File: config.mk
export PLATFORM = sky130hd
export DESIGN_NAME = postbox_tx_fifo
export DESIGN_NICKNAME = d
export VERILOG_FILES = /design/src/rtl/postbox_tx_fifo.sv
export SDC_FILE = /design/constraint.sdc
export NUM_CORES = 1
export LEC_CHECK = 0
export ABC_AREA = 1
export BUFFER_PORTS_ARGS = -buffer_cell sky130_fd_sc_hd__buf_2
export CAP_MARGIN = 40
export CORE_MARGIN = 1
export CORE_UTILIZATION = 52
export CTS_CLUSTER_DIAMETER = 100
export DETAILED_ROUTE_END_ITERATION = 10
export PLACE_DENSITY = 0.69
export SLEW_MARGIN = 30
export SYNTH_ARGS = -nofsm -noshare
export SYNTH_HDL_FRONTEND = slang
export SYNTH_SLANG_ARGS = --single-unit
File: constraint.sdc
create_clock -name refclk -period 2.9 [get_ports refclk]
set_input_delay 0.145 -clock refclk [delete_from_list [all_inputs] [get_ports refclk]]
set_output_delay 0.145 -clock refclk [all_outputs]
set_load 0.01 [all_outputs]
File: src/rtl/postbox_tx_fifo.sv
// Transmit byte FIFO feeding the POST-box decoder input path; pops one entry per tx_done rising edge.
// Optional sticky overflow status (ovf / ovf_clr) is enabled by defining TXFIFO_OVF_STATUS_EN.
module postbox_tx_fifo #(
   parameter int DEPTH  = 16,
   parameter int ADDR_W = 4
) (
   input  logic              refclk,
   input  logic              reset,
   input  logic [7:0]        wr_data,
   input  logic              wr_en,
   output logic              full,
   output logic [7:0]        txin,
   output logic              tx_pending,
   input  logic              tx_done,
   output logic [ADDR_W:0]   count
`ifdef TXFIFO_OVF_STATUS_EN
   ,
   output logic              ovf,
   input  logic              ovf_clr
`endif
);

   localparam logic [ADDR_W:0] DEPTH_CNT = (ADDR_W+1)'(DEPTH);
   localparam logic [ADDR_W:0] ONE_CNT   = (ADDR_W+1)'(1);

   logic [7:0]        mem [DEPTH];
   logic [ADDR_W-1:0] wptr_reg;
   logic [ADDR_W-1:0] rptr_reg;
   logic [ADDR_W-1:0] rptr_inc;
   logic [ADDR_W:0]   count_reg;
   logic [7:0]        txin_reg;
   logic [7:0]        head_next;
   logic              s1_reg;
   logic              s2_reg;
   logic              s3_reg;
   logic [2:0]        live_reg;
   logic              pop;
   logic              pop_ok;
   logic              wr_ok;
   logic              is_full;
   logic              is_empty;

   assign is_empty = (count_reg == '0);
   assign is_full  = (count_reg == DEPTH_CNT);
   // live_reg keeps s3 from being trusted until it has sampled real history after
   // reset, so a tx_done already high at release never reads as a fresh edge.
   assign pop      = s2_reg & ~s3_reg & live_reg[2];
   assign pop_ok   = pop & ~is_empty;
   assign wr_ok    = wr_en & (~is_full | pop_ok);
   assign rptr_inc = rptr_reg + 1'b1;

   always_ff @(posedge refclk or posedge reset) begin
      if (reset) begin
         s1_reg   <= 1'b0;
         s2_reg   <= 1'b0;
         s3_reg   <= 1'b0;
         live_reg <= 3'b000;
      end else begin
         s1_reg   <= tx_done;
         s2_reg   <= s1_reg;
         s3_reg   <= s2_reg;
         live_reg <= {live_reg[1:0], 1'b1};
      end
   end

   // Head byte is registered so txin only moves on a pop or a write into an empty queue.
   always_comb begin
      head_next = txin_reg;
      if (pop_ok) begin
         if (count_reg == ONE_CNT)
            head_next = wr_ok ? wr_data : 8'h00;
         else
            head_next = mem[rptr_inc];
      end else if (wr_ok && is_empty) begin
         head_next = wr_data;
      end
   end

   always_ff @(posedge refclk) begin
      if (wr_ok)
         mem[wptr_reg] <= wr_data;
   end

   always_ff @(posedge refclk or posedge reset) begin
      if (reset) begin
         wptr_reg  <= '0;
         rptr_reg  <= '0;
         count_reg <= '0;
         txin_reg  <= 8'h00;
      end else begin
         if (wr_ok)
            wptr_reg <= wptr_reg + 1'b1;
         if (pop_ok)
            rptr_reg <= rptr_inc;
         unique case ({wr_ok, pop_ok})
            2'b10:   count_reg <= count_reg + ONE_CNT;
            2'b01:   count_reg <= count_reg - ONE_CNT;
            default: count_reg <= count_reg;
         endcase
         txin_reg <= head_next;
      end
   end

`ifdef TXFIFO_OVF_STATUS_EN
   logic ovf_reg;

   // Set wins over clear so a drop coinciding with ovf_clr is not lost.
   always_ff @(posedge refclk or posedge reset) begin
      if (reset)
         ovf_reg <= 1'b0;
      else if (wr_en && is_full && !pop_ok)
         ovf_reg <= 1'b1;
      else if (ovf_clr)
         ovf_reg <= 1'b0;
   end

   assign ovf = ovf_reg;
`endif

   assign count      = count_reg;
   assign full       = is_full;
   assign tx_pending = ~is_empty;
   assign txin       = txin_reg;

endmodule

==> results.sh, run 1 <==
export IMPL_synth_edf_count=128
export IMPL_p_leak_nw=3.60
export IMPL_netlist_area_mm2=0.00698
export IMPL_min_period_ns=2.39
export IMPL_cp_arrival_ns=2.52
export IMPL_yosys_top_cells_area="edfxtp_1 55%, nand2_1 12%, dfrtp_1 9.7%, nand3_1 8.2%, inv_1 6.3%"
export IMPL_cts_made_buffers=17
export IMPL_min_path_type="in -> reg"
export IMPL_fmaxAchievable_mhz=419
export IMPL_fin_crit_sh=0.824
export IMPL_synthArstFlopShare=0.174
export IMPL_cap_viol_max_count=0
export IMPL_grt_pass1_vias=4673
export IMPL_p_per_area_mw_per_mm2=1050
export IMPL_synthFlopType="edfxtp_1"
export IMPL_tritoncts="done"
export IMPL_die_w_um=118
export IMPL_max_slew_margin=0.546
export IMPL_worst_pin_slew_ns=0.680
export IMPL_vdd_drop_max_mv=0.703
export IMPL_fp_dieH_um=118
export IMPL_crit_slowest_cell="dfrtp_1"
export IMPL_synth_warning_count=0
export IMPL_netlist_instances=702
export IMPL_wl_per_cell_um=16.5
export IMPL_drv_slew=0
export IMPL_dp_final_hpwl_mm=9.93
export IMPL_synth_cell_types=28
export IMPL_rows=41
export IMPL_diodes=0
export IMPL_grt_overflow=0
export IMPL_cp_common_cell="buf_4"
export IMPL_endpoint_kind="flop"
export IMPL_crit_fanout=11
export IMPL_die_area_mm2=0.0139
export IMPL_synth_seq_cells=155
export IMPL_port_buffers=26
export IMPL_firstDrtPassIters=5
export IMPL_yosysTopAreaCell="edfxtp_1"
export IMPL_core_area_mm2=0.0129
export IMPL_rsz0062_at_grt="false"
export IMPL_path_clk_slew_ns=0.06
export IMPL_setup_tns_ns=0
export IMPL_largest_reg_flops=128
export IMPL_layout_setup_ws_ns=0.512
export IMPL_synth_nets=723
export IMPL_synth_commonest_cells="215 x nand2_1, 128 x edfxtp_1, 118 x inv_1"
export IMPL_post_place_ws_ns=0.544
export IMPL_avgSynthCellArea_um2=9.94
export IMPL_r2r_setup_slack_ns=0.51
export IMPL_synth_most_common_cell="nand2_1"
export IMPL_skew_ns=0.00653
export IMPL_rr_endpoint="mem[11][2]$_DFFE_PP_"
export IMPL_fillers=1049
export IMPL_status="complete, no violations"
export IMPL_seq_area_frac_synth=0.648
export IMPL_max_stage_delay_ns=0.47
export IMPL_wl_mm=15.3
export IMPL_start_kind="flop"
export IMPL_ios=27
export IMPL_path_cells="inv_1 > ha_1 > nand3_4 > nand2_2 > a21oi_4 > buf_4 > nand2_1 > nor2_1 > buf_4"
export IMPL_finalHoldViolCount=0
export IMPL_min_to="mem[8][0]$_DFFE_PP_"
export IMPL_track_usage=0.236
export IMPL_antenna_found_initial=0
export IMPL_clock_sinks=155
export IMPL_hold_ws_ns=0.167
export IMPL_htreeDepth=4
export IMPL_grt_pass1_wl_mm=24.4
export IMPL_drc_errors=0
export IMPL_seqCellArea_mm2=0.00452
export IMPL_grt_max_degree=68
export IMPL_path_class="reg -> reg"
export IMPL_initial_core_util=0.542
export IMPL_area_growth_pct=14.8
export IMPL_drt_antenna_violating_nets=0
export IMPL_cts_root_buf="clkbuf_16"
export IMPL_drtIter0Drc=407
export IMPL_r2r_cells=9
export IMPL_routabilityCongestion=0.895
export IMPL_synth_top_area_frac=0.551
export IMPL_setup_viol=0
export IMPL_multi_input_area_mm2=0.00187
export IMPL_vias_per_cell=5.15
export IMPL_required_ns=3.03
export IMPL_r2r_start="count[0]$_DFFE_PP0P_"
export IMPL_min_from="wr_data[0]"
export IMPL_final_nets=765
export IMPL_num_vias=4782
export IMPL_insertion_delay_ns=0.42
export IMPL_worstHoldPathCells=1
export IMPL_clock_path_buffers=2
export IMPL_drive_above_1_share=0.118
[report_power, final]
group          leakage [nW]  internal (mW)  total, mW  switching, mW
combinational          1.82           1.01       3.16           2.15
clock                 0.304           1.52       2.37          0.846
sequential             1.47           2.74       2.91          0.176
[critical path, delay by kind of cell, from the launching register on]
family | cells | cell delay [ns]
simple gates | 4 | 0.66
buf+inv | 3 | 0.49
flops | 1 | 0.47
fa+ha+maj | 1 | 0.26
compound gates | 1 | 0.21
[how the worst max path moves through the flow]
stage                         startpoint              endpoint  slack (ns)  depth (start not counted)
detailed placement  count[0]$_DFFE_PP0P_  mem[11][7]$_DFFE_PP_        0.54                          9
finish              count[0]$_DFFE_PP0P_  mem[11][2]$_DFFE_PP_        0.51                          9
CTS                 count[0]$_DFFE_PP0P_  mem[11][1]$_DFFE_PP_        0.53                          9
global route        count[0]$_DFFE_PP0P_  mem[11][1]$_DFFE_PP_        0.37                          9
global placement    count[0]$_DFFE_PP0P_  mem[11][4]$_DFFE_PP_        0.61                          9
floorplan           count[0]$_DFFE_PP0P_  mem[15][0]$_DFFE_PP_        0.57                          8
[metrics by stage]
step / utilization / area [µm²] / total power [mW] / instances
2_1_floorplan: - / 6980 / 5.12 / 702
3_3_place_gp: 0.571 / 7350 / 6.00 / 895
3_5_place_dp: 0.571 / 7350 / 6.06 / 895
4_1_cts: 0.622 / 8010 / 8.46 / 929
5_1_grt: 0.622 / 8010 / 8.90 / 929
6_report: 0.622 / 8010 / 8.44 / 929
[metal layers]
metal,GRT usage,vias to the layer above,share of wire
li1,-,2336,-
met1,0.303,2264,0.43
met2,0.381,153,0.48
met3,0.0644,29,0.064
met4,0.0938,0,0.022
met5,0,-,0
[placed cells by master (no fill, tap or decap), types with 2 or more instances in the layout]
cell / n
inv_2: 2
nand3_1: 114
clkinvlp_4: 2
dlygate4sd3_1: 2
ha_1: 9
buf_2: 26
edfxtp_1: 128
o21ai_0: 7
clkinv_2: 3
nand4_1: 2
nand2_2: 2
xor2_1: 9
inv_1: 116
a21oi_1: 8
bufinv_16: 5
dfrtp_1: 26
xnor2_1: 2
buf_4: 23
clkinv_4: 2
nor2_1: 24
clkbuf_16: 17
nand2_1: 215
clkbuf_1: 3
[kinds of logic (layout without fill, tap and decap cells)]
family | Yosys count | in the layout | synth area share
fa+ha+maj | 9 | 9 | 0.0161
xor+xnor | 12 | 12 | 0.0161
simple gates | 362 | 362 | 0.221
compound gates | 17 | 17 | 0.0143
other cells | 1 | 1 | 0.000537
buf+inv | 146 | 201 | 0.0839
flops | 155 | 155 | 0.648
[layout make-up]
cell class                      count  share of cell area
Clock inverter                     12              0.0247
Clock buffer                       20              0.0545
Sequential cell                   155               0.564
Timing Repair Buffer               51              0.0403
Tap cell                          172              0.0269
Multi-Input combinational cell    401               0.234
Inverter                          118              0.0553
[timing repair]
item | CTS | global route
gates resized for setup | 0 | 0
endpoints found under the hold margin | 28 | 0
setup buffers | 0 | 0
hold buffers | 2 | 0
Note: power is estimated with default switching activity, not from simulation.
==> run 2, diff against run 1 <==
--- a/config.mk
+++ b/config.mk
@@ -5,7 +5,7 @@
 export SDC_FILE = /design/constraint.sdc
 export NUM_CORES = 1
 export LEC_CHECK = 0
-export ABC_AREA = 1
+export ABC_AREA = 0
 export BUFFER_PORTS_ARGS = -buffer_cell sky130_fd_sc_hd__buf_2
 export CAP_MARGIN = 40
 export CORE_MARGIN = 1
==> constraint.sdc (replaced) <==
create_clock -name refclk -period 2.4 [get_ports refclk]
set_input_delay 0.12 -clock refclk [delete_from_list [all_inputs] [get_ports refclk]]
set_output_delay 0.12 -clock refclk [all_outputs]
set_load 0.01 [all_outputs]
==> results.sh, run 2 <==
export IMPL_status="complete, no violations"
export IMPL_dp_final_hpwl_mm=8.29
export IMPL_synth_top_family_by_area="multiplexers"
export IMPL_final_nets=436
export IMPL_crit_fanout=32
export IMPL_p_int_mw=6.74
export IMPL_p_leak_nw=2.75
export IMPL_drtIter0Drc=324
export IMPL_core_area_mm2=0.0121
export IMPL_vdd_drop_max_mv=0.601
export IMPL_layout_commonest_cell="edfxtp_1"
export IMPL_synth_warning_count=0
export IMPL_initial_core_util=0.534
export IMPL_antenna_found_initial=0
export IMPL_max_stage_delay_ns=0.43
export IMPL_grt_pass1_vias=3448
export IMPL_yosys_top_cells_area="edfxtp_1 60%, dfrtp_1 10%, mux4_1 6.5%, mux4_2 5.6%, ha_1 1.7%"
export IMPL_synth_xor_area_frac=0.0136
export IMPL_synthArstFlopShare=0.174
export IMPL_required_ns=2.69
export IMPL_clock_sinks=155
export IMPL_yosys_mux_area_fraction=0.126
export IMPL_drive_above_1_share=0.262
export IMPL_wl_per_cell_um=21.7
export IMPL_wl_mm=12.9
export IMPL_synthFlopType="edfxtp_1"
export IMPL_cp_arrival_ns=2.57
export IMPL_start_kind="flop"
export IMPL_worst_pin_slew_ns=0.559
export IMPL_synth_top_area_frac=0.596
export IMPL_routabilityCongestion=0.797
export IMPL_netlist_area_mm2=0.00645
export IMPL_path_cells="ha_1 > buf_12 > mux4_2 > and2b_1 > nor4_1 > o221ai_1"
export IMPL_endpoint_kind="flop"
export IMPL_insertion_delay_ns=0.42
export IMPL_path_class="reg -> reg"
export IMPL_grt_max_degree=39
export IMPL_cts_setup_buffers=0
export IMPL_firstDrtPassIters=4
export IMPL_cts_root_buf="clkbuf_16"
export IMPL_synth_fa_ha_area_frac=0.0175
export IMPL_hold_ws_ns=0.0216
export IMPL_grt_pass1_wl_mm=20.3
export IMPL_finalHoldViolCount=0
export IMPL_layout_setup_ws_ns=0.114
export IMPL_crit_slowest_cell="dfrtp_2"
export IMPL_fp_dieH_um=113
export IMPL_synth_simple_area_share=0.0718
export IMPL_min_period_ns=2.29
export IMPL_cap_viol_max_count=0
export IMPL_max_slew_margin=0.627
export IMPL_synth_cell_types=46
export IMPL_largest_reg_flops=128
export IMPL_dpl_cell_count=561
export IMPL_synth_compound_area_frac=0.0499
export IMPL_synth_nets=378
export IMPL_diodes=0
export IMPL_synth_most_common_cell="edfxtp_1"
export IMPL_fmaxAchievable_mhz=438
export IMPL_post_place_ws_ns=0.156
export IMPL_netlist_instances=357
export IMPL_min_path_type="in -> reg"
export IMPL_path_clk_slew_ns=0.06
export IMPL_avgSynthCellArea_um2=18.1
export IMPL_grt_overflow=0
export IMPL_die_w_um=113
export IMPL_fin_util=0.630
export IMPL_skew_ns=0.00642
export IMPL_tritoncts="done"
export IMPL_rows=40
export IMPL_p_per_area_mw_per_mm2=1270
export IMPL_drv_slew=0
export IMPL_area_growth_pct=17.9
export IMPL_swShare=0.302
export IMPL_seq_area_frac_synth=0.701
export IMPL_final_cell_mix="128 x edfxtp_1, 26 x dfrtp_1, 26 x buf_2"
export IMPL_fin_crit_sh=0.952
export IMPL_yosysTopAreaCell="edfxtp_1"
export IMPL_synth_seq_cells=155
export IMPL_port_buffers=26
export IMPL_power_total_mw=9.66
export IMPL_seq_power_share=0.371
export IMPL_setup_tns_ns=0
export IMPL_startpoint="rptr_reg[0]$_DFFE_PP0N_"
export IMPL_vias_per_cell=5.58
export IMPL_ios=27
export IMPL_rsz0062_at_grt="false"
export IMPL_min_from="wr_en"
export IMPL_num_vias=3326
export IMPL_synth_commonest_cells="128 x edfxtp_1, 27 x dfrtp_1, 24 x nand2_1"
export IMPL_drt_antenna_violating_nets=0
export IMPL_fin_area_mm2=0.00760
export IMPL_htreeDepth=4
export IMPL_r2r_start="rptr_reg[0]$_DFFE_PP0N_"
export IMPL_switchingPower_mw=2.92
export IMPL_track_usage=0.227
export IMPL_place_area_mm2=0.00690
export IMPL_die_area_mm2=0.0128
export IMPL_drc_errors=0
export IMPL_clock_path_buffers=2
export IMPL_synth_edf_count=128
export IMPL_setup_viol=0
export IMPL_clock_power_share=0.305
export IMPL_instances_no_fill=596
export IMPL_cts_made_buffers=17
export IMPL_pwr_share_comb=0.324
## run 2: changes by cell type after synthesis, moves of 8 or more
cell	delta
a21boi_0	+14
and2b_1	+12
buf_2	-12
inv_1	-112
mux4_1	+16
mux4_2	+16
nand2_1	-191
nand3_1	-114
xor2_1	-8
## run 2: timing repair
action	CTS	global route
gates resized for setup	0	2
hold endpoints to repair	18	0
hold buffers	2	0
setup endpoints to repair	0	43
## run 2: cell type report
| cell class | instances | area [µm²] |
|---|---|---|
| multi-input combinational | 182 | 1820 |
| inverter | 6 | 22.5 |
| sequential | 155 | 4520 |
| timing repair buffer | 53 | 370 |
| tap | 168 | 210 |
| clock inverter | 14 | 225 |
| fill | 876 | 4460 |
| clock buffer | 18 | 429 |
## run 2: path summary, 6_finish.rpt
check / end / slack [ns] / depth (start not counted)
min in group asynchronous: count[0]$_DFFE_PP0P_ / 0.17 / 3
max in group asynchronous: wptr_reg[0]$_DFFE_PP0P_ / 1.80 / 4
min: txin[0]$_DFFE_PP0P_ / 0.02 / 3
min reg2reg: live_reg[2]$_DFF_PP0_ / 0.35 / 0
max reg2reg: txin[3]$_DFFE_PP0P_ / 0.11 / 6
max: txin[3]$_DFFE_PP0P_ / 0.11 / 6
## run 2: critical path: cells and delay by family (launching register included)
family          cells  cell delay, ns
flops               1            0.43
mux                 1            0.35
compound gates      1            0.16
simple gates        2            0.61
buf+inv             1            0.23
fa+ha+maj           1            0.35
## run 2: cell families (layout without fill, tap and decap cells)
| family | count (synthesis) | count (layout) |
|---|---|---|
| and+or+nand+nor | 86 | 86 |
| adders and majority gates | 9 | 9 |
| buffers and inverters | 20 | 91 |
| muxes | 35 | 35 |
| other | 1 | 1 |
| DFF | 155 | 155 |
| AOI/OAI and AO/OA | 41 | 41 |
| xor gates and xnor gates | 10 | 10 |
## run 2: power groups by stage
| stage | logic, mW | registers [mW] | clock network (mW) |
|---|---|---|---|
| after floorplan | 2.21 | 3.57 | 0 |
| after global placement | 3.09 | 3.61 | 0 |
| after detailed placement | 3.13 | 3.64 | 0 |
| after CTS | 3.17 | 3.59 | 2.99 |
| after global routing | 3.41 | 3.63 | 3.10 |
| final | 3.13 | 3.59 | 2.94 |
## run 2: routing by layer
layer  up-vias  share of wire  global-route usage
met5         -              0                   0
met4         0          0.015              0.0991
met3        10          0.067              0.0466
met2       111           0.50               0.353
met1      1668           0.42               0.315
li1       1537              -                   -
==> run 3, diff against run 2 <==
--- a/config.mk
+++ b/config.mk
@@ -6,13 +6,15 @@
 export NUM_CORES = 1
 export LEC_CHECK = 0
 export ABC_AREA = 0
-export BUFFER_PORTS_ARGS = -buffer_cell sky130_fd_sc_hd__buf_2
 export CAP_MARGIN = 40
+export CELL_PAD_IN_SITES_DETAIL_PLACEMENT = 0
+export CELL_PAD_IN_SITES_GLOBAL_PLACEMENT = 1
 export CORE_MARGIN = 1
 export CORE_UTILIZATION = 52
 export CTS_CLUSTER_DIAMETER = 100
 export DETAILED_ROUTE_END_ITERATION = 10
-export PLACE_DENSITY = 0.69
+export DONT_BUFFER_PORTS = 1
+export PLACE_DENSITY_LB_ADDON = 0.1
 export SLEW_MARGIN = 30
 export SYNTH_ARGS = -nofsm -noshare
 export SYNTH_HDL_FRONTEND = slang
==> results.sh, run 3 (synthesis results as in run 2) <==
export IMPL_seqCellArea_mm2=0.00452
export IMPL_initial_core_util=0.534
export IMPL_r2r_setup_slack_ns=0.18
export IMPL_fin_crit_sh=0.927
export IMPL_p_per_area_mw_per_mm2=1260
export IMPL_insertion_delay_ns=0.43
export IMPL_min_to="count[2]$_DFFE_PP0P_"
export IMPL_post_place_ws_ns=0.126
export IMPL_layout_commonest_cell="edfxtp_1"
export IMPL_skew_ns=0.0161
export IMPL_seq_power_share=0.375
export IMPL_fmaxAchievable_mhz=450
export IMPL_clock_sinks=155
export IMPL_layout_setup_ws_ns=0.175
export IMPL_cts_root_buf="clkbuf_16"
export IMPL_min_from="wr_en"
export IMPL_track_usage=0.230
export IMPL_power_total_mw=9.59
export IMPL_worst_pin_slew_ns=0.763
export IMPL_firstDrtPassIters=4
export IMPL_min_period_ns=2.22
export IMPL_crit_fanout=4
export IMPL_core_area_mm2=0.0121
export IMPL_max_slew_margin=0.489
export IMPL_routabilityCongestion=0.796
export IMPL_antenna_found_initial=0
export IMPL_start_kind="flop"
export IMPL_route_met2_wl_mm=6.27
export IMPL_tritoncts="done"
export IMPL_die_w_um=113
export IMPL_grt_pass1_wl_mm=20.6
export IMPL_switchingPower_mw=2.96
export IMPL_drv_slew=0
export IMPL_fin_area_mm2=0.00761
export IMPL_grt_max_degree=39
export IMPL_required_ns=2.70
export IMPL_highest_layer="met4"
export IMPL_dp_final_hpwl_mm=8.67
export IMPL_drc_errors=0
export IMPL_grt_pass1_vias=3497
export IMPL_num_vias=3331
export IMPL_path_clk_slew_ns=0.06
export IMPL_grt_overflow=0
export IMPL_worstHoldPathCells=3
export IMPL_cp_arrival_ns=2.52
export IMPL_p_leak_nw=2.72
export IMPL_rr_endpoint="txin[4]$_DFFE_PP0P_"
export IMPL_clock_power_share=0.282
export IMPL_wl_mm=13.2
export IMPL_vdd_drop_max_mv=0.594
export IMPL_drtIter0Drc=399
export IMPL_cts_made_buffers=17
export IMPL_final_cell_mix="128 x edfxtp_1, 38 x buf_4, 26 x dfrtp_1"
export IMPL_largest_reg_flops=128
export IMPL_wl_per_cell_um=22.2
export IMPL_place_area_mm2=0.00689
export IMPL_multi_input_area_mm2=0.00183
export IMPL_min_path_type="in -> reg"
export IMPL_htreeDepth=4
export IMPL_setup_tns_ns=0
export IMPL_endpoint_kind="flop"
export IMPL_r2r_cells=7
export IMPL_drive_above_1_share=0.235
export IMPL_area_growth_pct=18.1
export IMPL_clock_path_buffers=2
export IMPL_p_int_mw=6.63
export IMPL_met1_length_mm=5.74
export IMPL_cts_setup_buffers=0
export IMPL_port_buffers=0
export IMPL_setup_viol=0
export IMPL_diodes=0
export IMPL_r2r_start="rptr_reg[0]$_DFFE_PP0N_"
export IMPL_die_area_mm2=0.0128
export IMPL_drt_antenna_violating_nets=0
export IMPL_ios=27
export IMPL_path_class="reg -> reg"
export IMPL_rsz0062_at_grt="false"
export IMPL_status="complete, no violations"
export IMPL_final_nets=434
export IMPL_fp_dieH_um=113
export IMPL_pwr_share_comb=0.343
export IMPL_finalHoldViolCount=0
export IMPL_met3_length_um=953
export IMPL_rows=40
export IMPL_vias_per_cell=5.62
export IMPL_fillers=861
export IMPL_cap_viol_max_count=0
export IMPL_swShare=0.309
-- run 3: power groups by stage --
stage | registers, mW | logic (mW) | clock network, mW
after floorplan | 3.57 | 2.21 | 0
after global placement | 3.63 | 3.21 | 0
after detailed placement | 3.65 | 3.23 | 0
after CTS | 3.60 | 3.30 | 2.75
after global routing | 3.64 | 3.58 | 2.86
final | 3.60 | 3.29 | 2.71
-- run 3: repair_timing --
action	in CTS	in global routing
hold buffers	11	0
gates resized for setup	0	2
hold endpoints to repair	164	0
endpoints found under the setup margin	0	2
-- run 3: worst max path at each step --
stage	startpoint	endpoint	slack (ns)	depth (start not counted)
finish	rptr_reg[0]$_DFFE_PP0N_	txin[4]$_DFFE_PP0P_	0.18	7
floorplan	count[0]$_DFFE_PP0P_	mem[1][0]$_DFFE_PP_	-0.11	6
detailed placement	rptr_reg[0]$_DFFE_PP0N_	txin[4]$_DFFE_PP0P_	0.13	7
global placement	rptr_reg[0]$_DFFE_PP0N_	txin[3]$_DFFE_PP0P_	0.08	7
global route	rptr_reg[0]$_DFFE_PP0N_	txin[4]$_DFFE_PP0P_	0.02	7
CTS	rptr_reg[0]$_DFFE_PP0N_	txin[4]$_DFFE_PP0P_	0.12	7
-- run 3: worst max-delay path, cell delays in order, from the launching register on --
cell	delay, ns
dfrtp_2	0.42
ha_1	0.37
buf_4	0.17
buf_4	0.13
mux4_2	0.31
a21boi_0	0.18
nor4_1	0.36
o221ai_1	0.16
-- run 3: per-stage QoR --
step | hold WS (ns) | std cells | util
detailed placement | -0.0699 | 551 | 0.571
floorplan | 0.151 | 357 | -
global placement | -0.0754 | 551 | 0.571
CTS | 0.0197 | 593 | 0.630
finish | 0.0447 | 593 | 0.631
global route | 0.0441 | 593 | 0.631
-- run 3: layout make-up --
| type | instances | share of cell area |
|---|---|---|
| inverter | 6 | 0.00296 |
| multi-input combinational | 182 | 0.240 |
| clock buffer | 17 | 0.0559 |
| clock inverter | 14 | 0.0222 |
| tap | 168 | 0.0276 |
| sequential | 155 | 0.594 |
| timing repair buffer | 51 | 0.0572 |
-- run 3: layer usage --
layer  global-route usage  vias to the layer above
met5                    0                        -
met2                0.356                      101
met1                0.317                     1682
li1                     -                     1535
met3               0.0514                       13
met4                0.102                        0
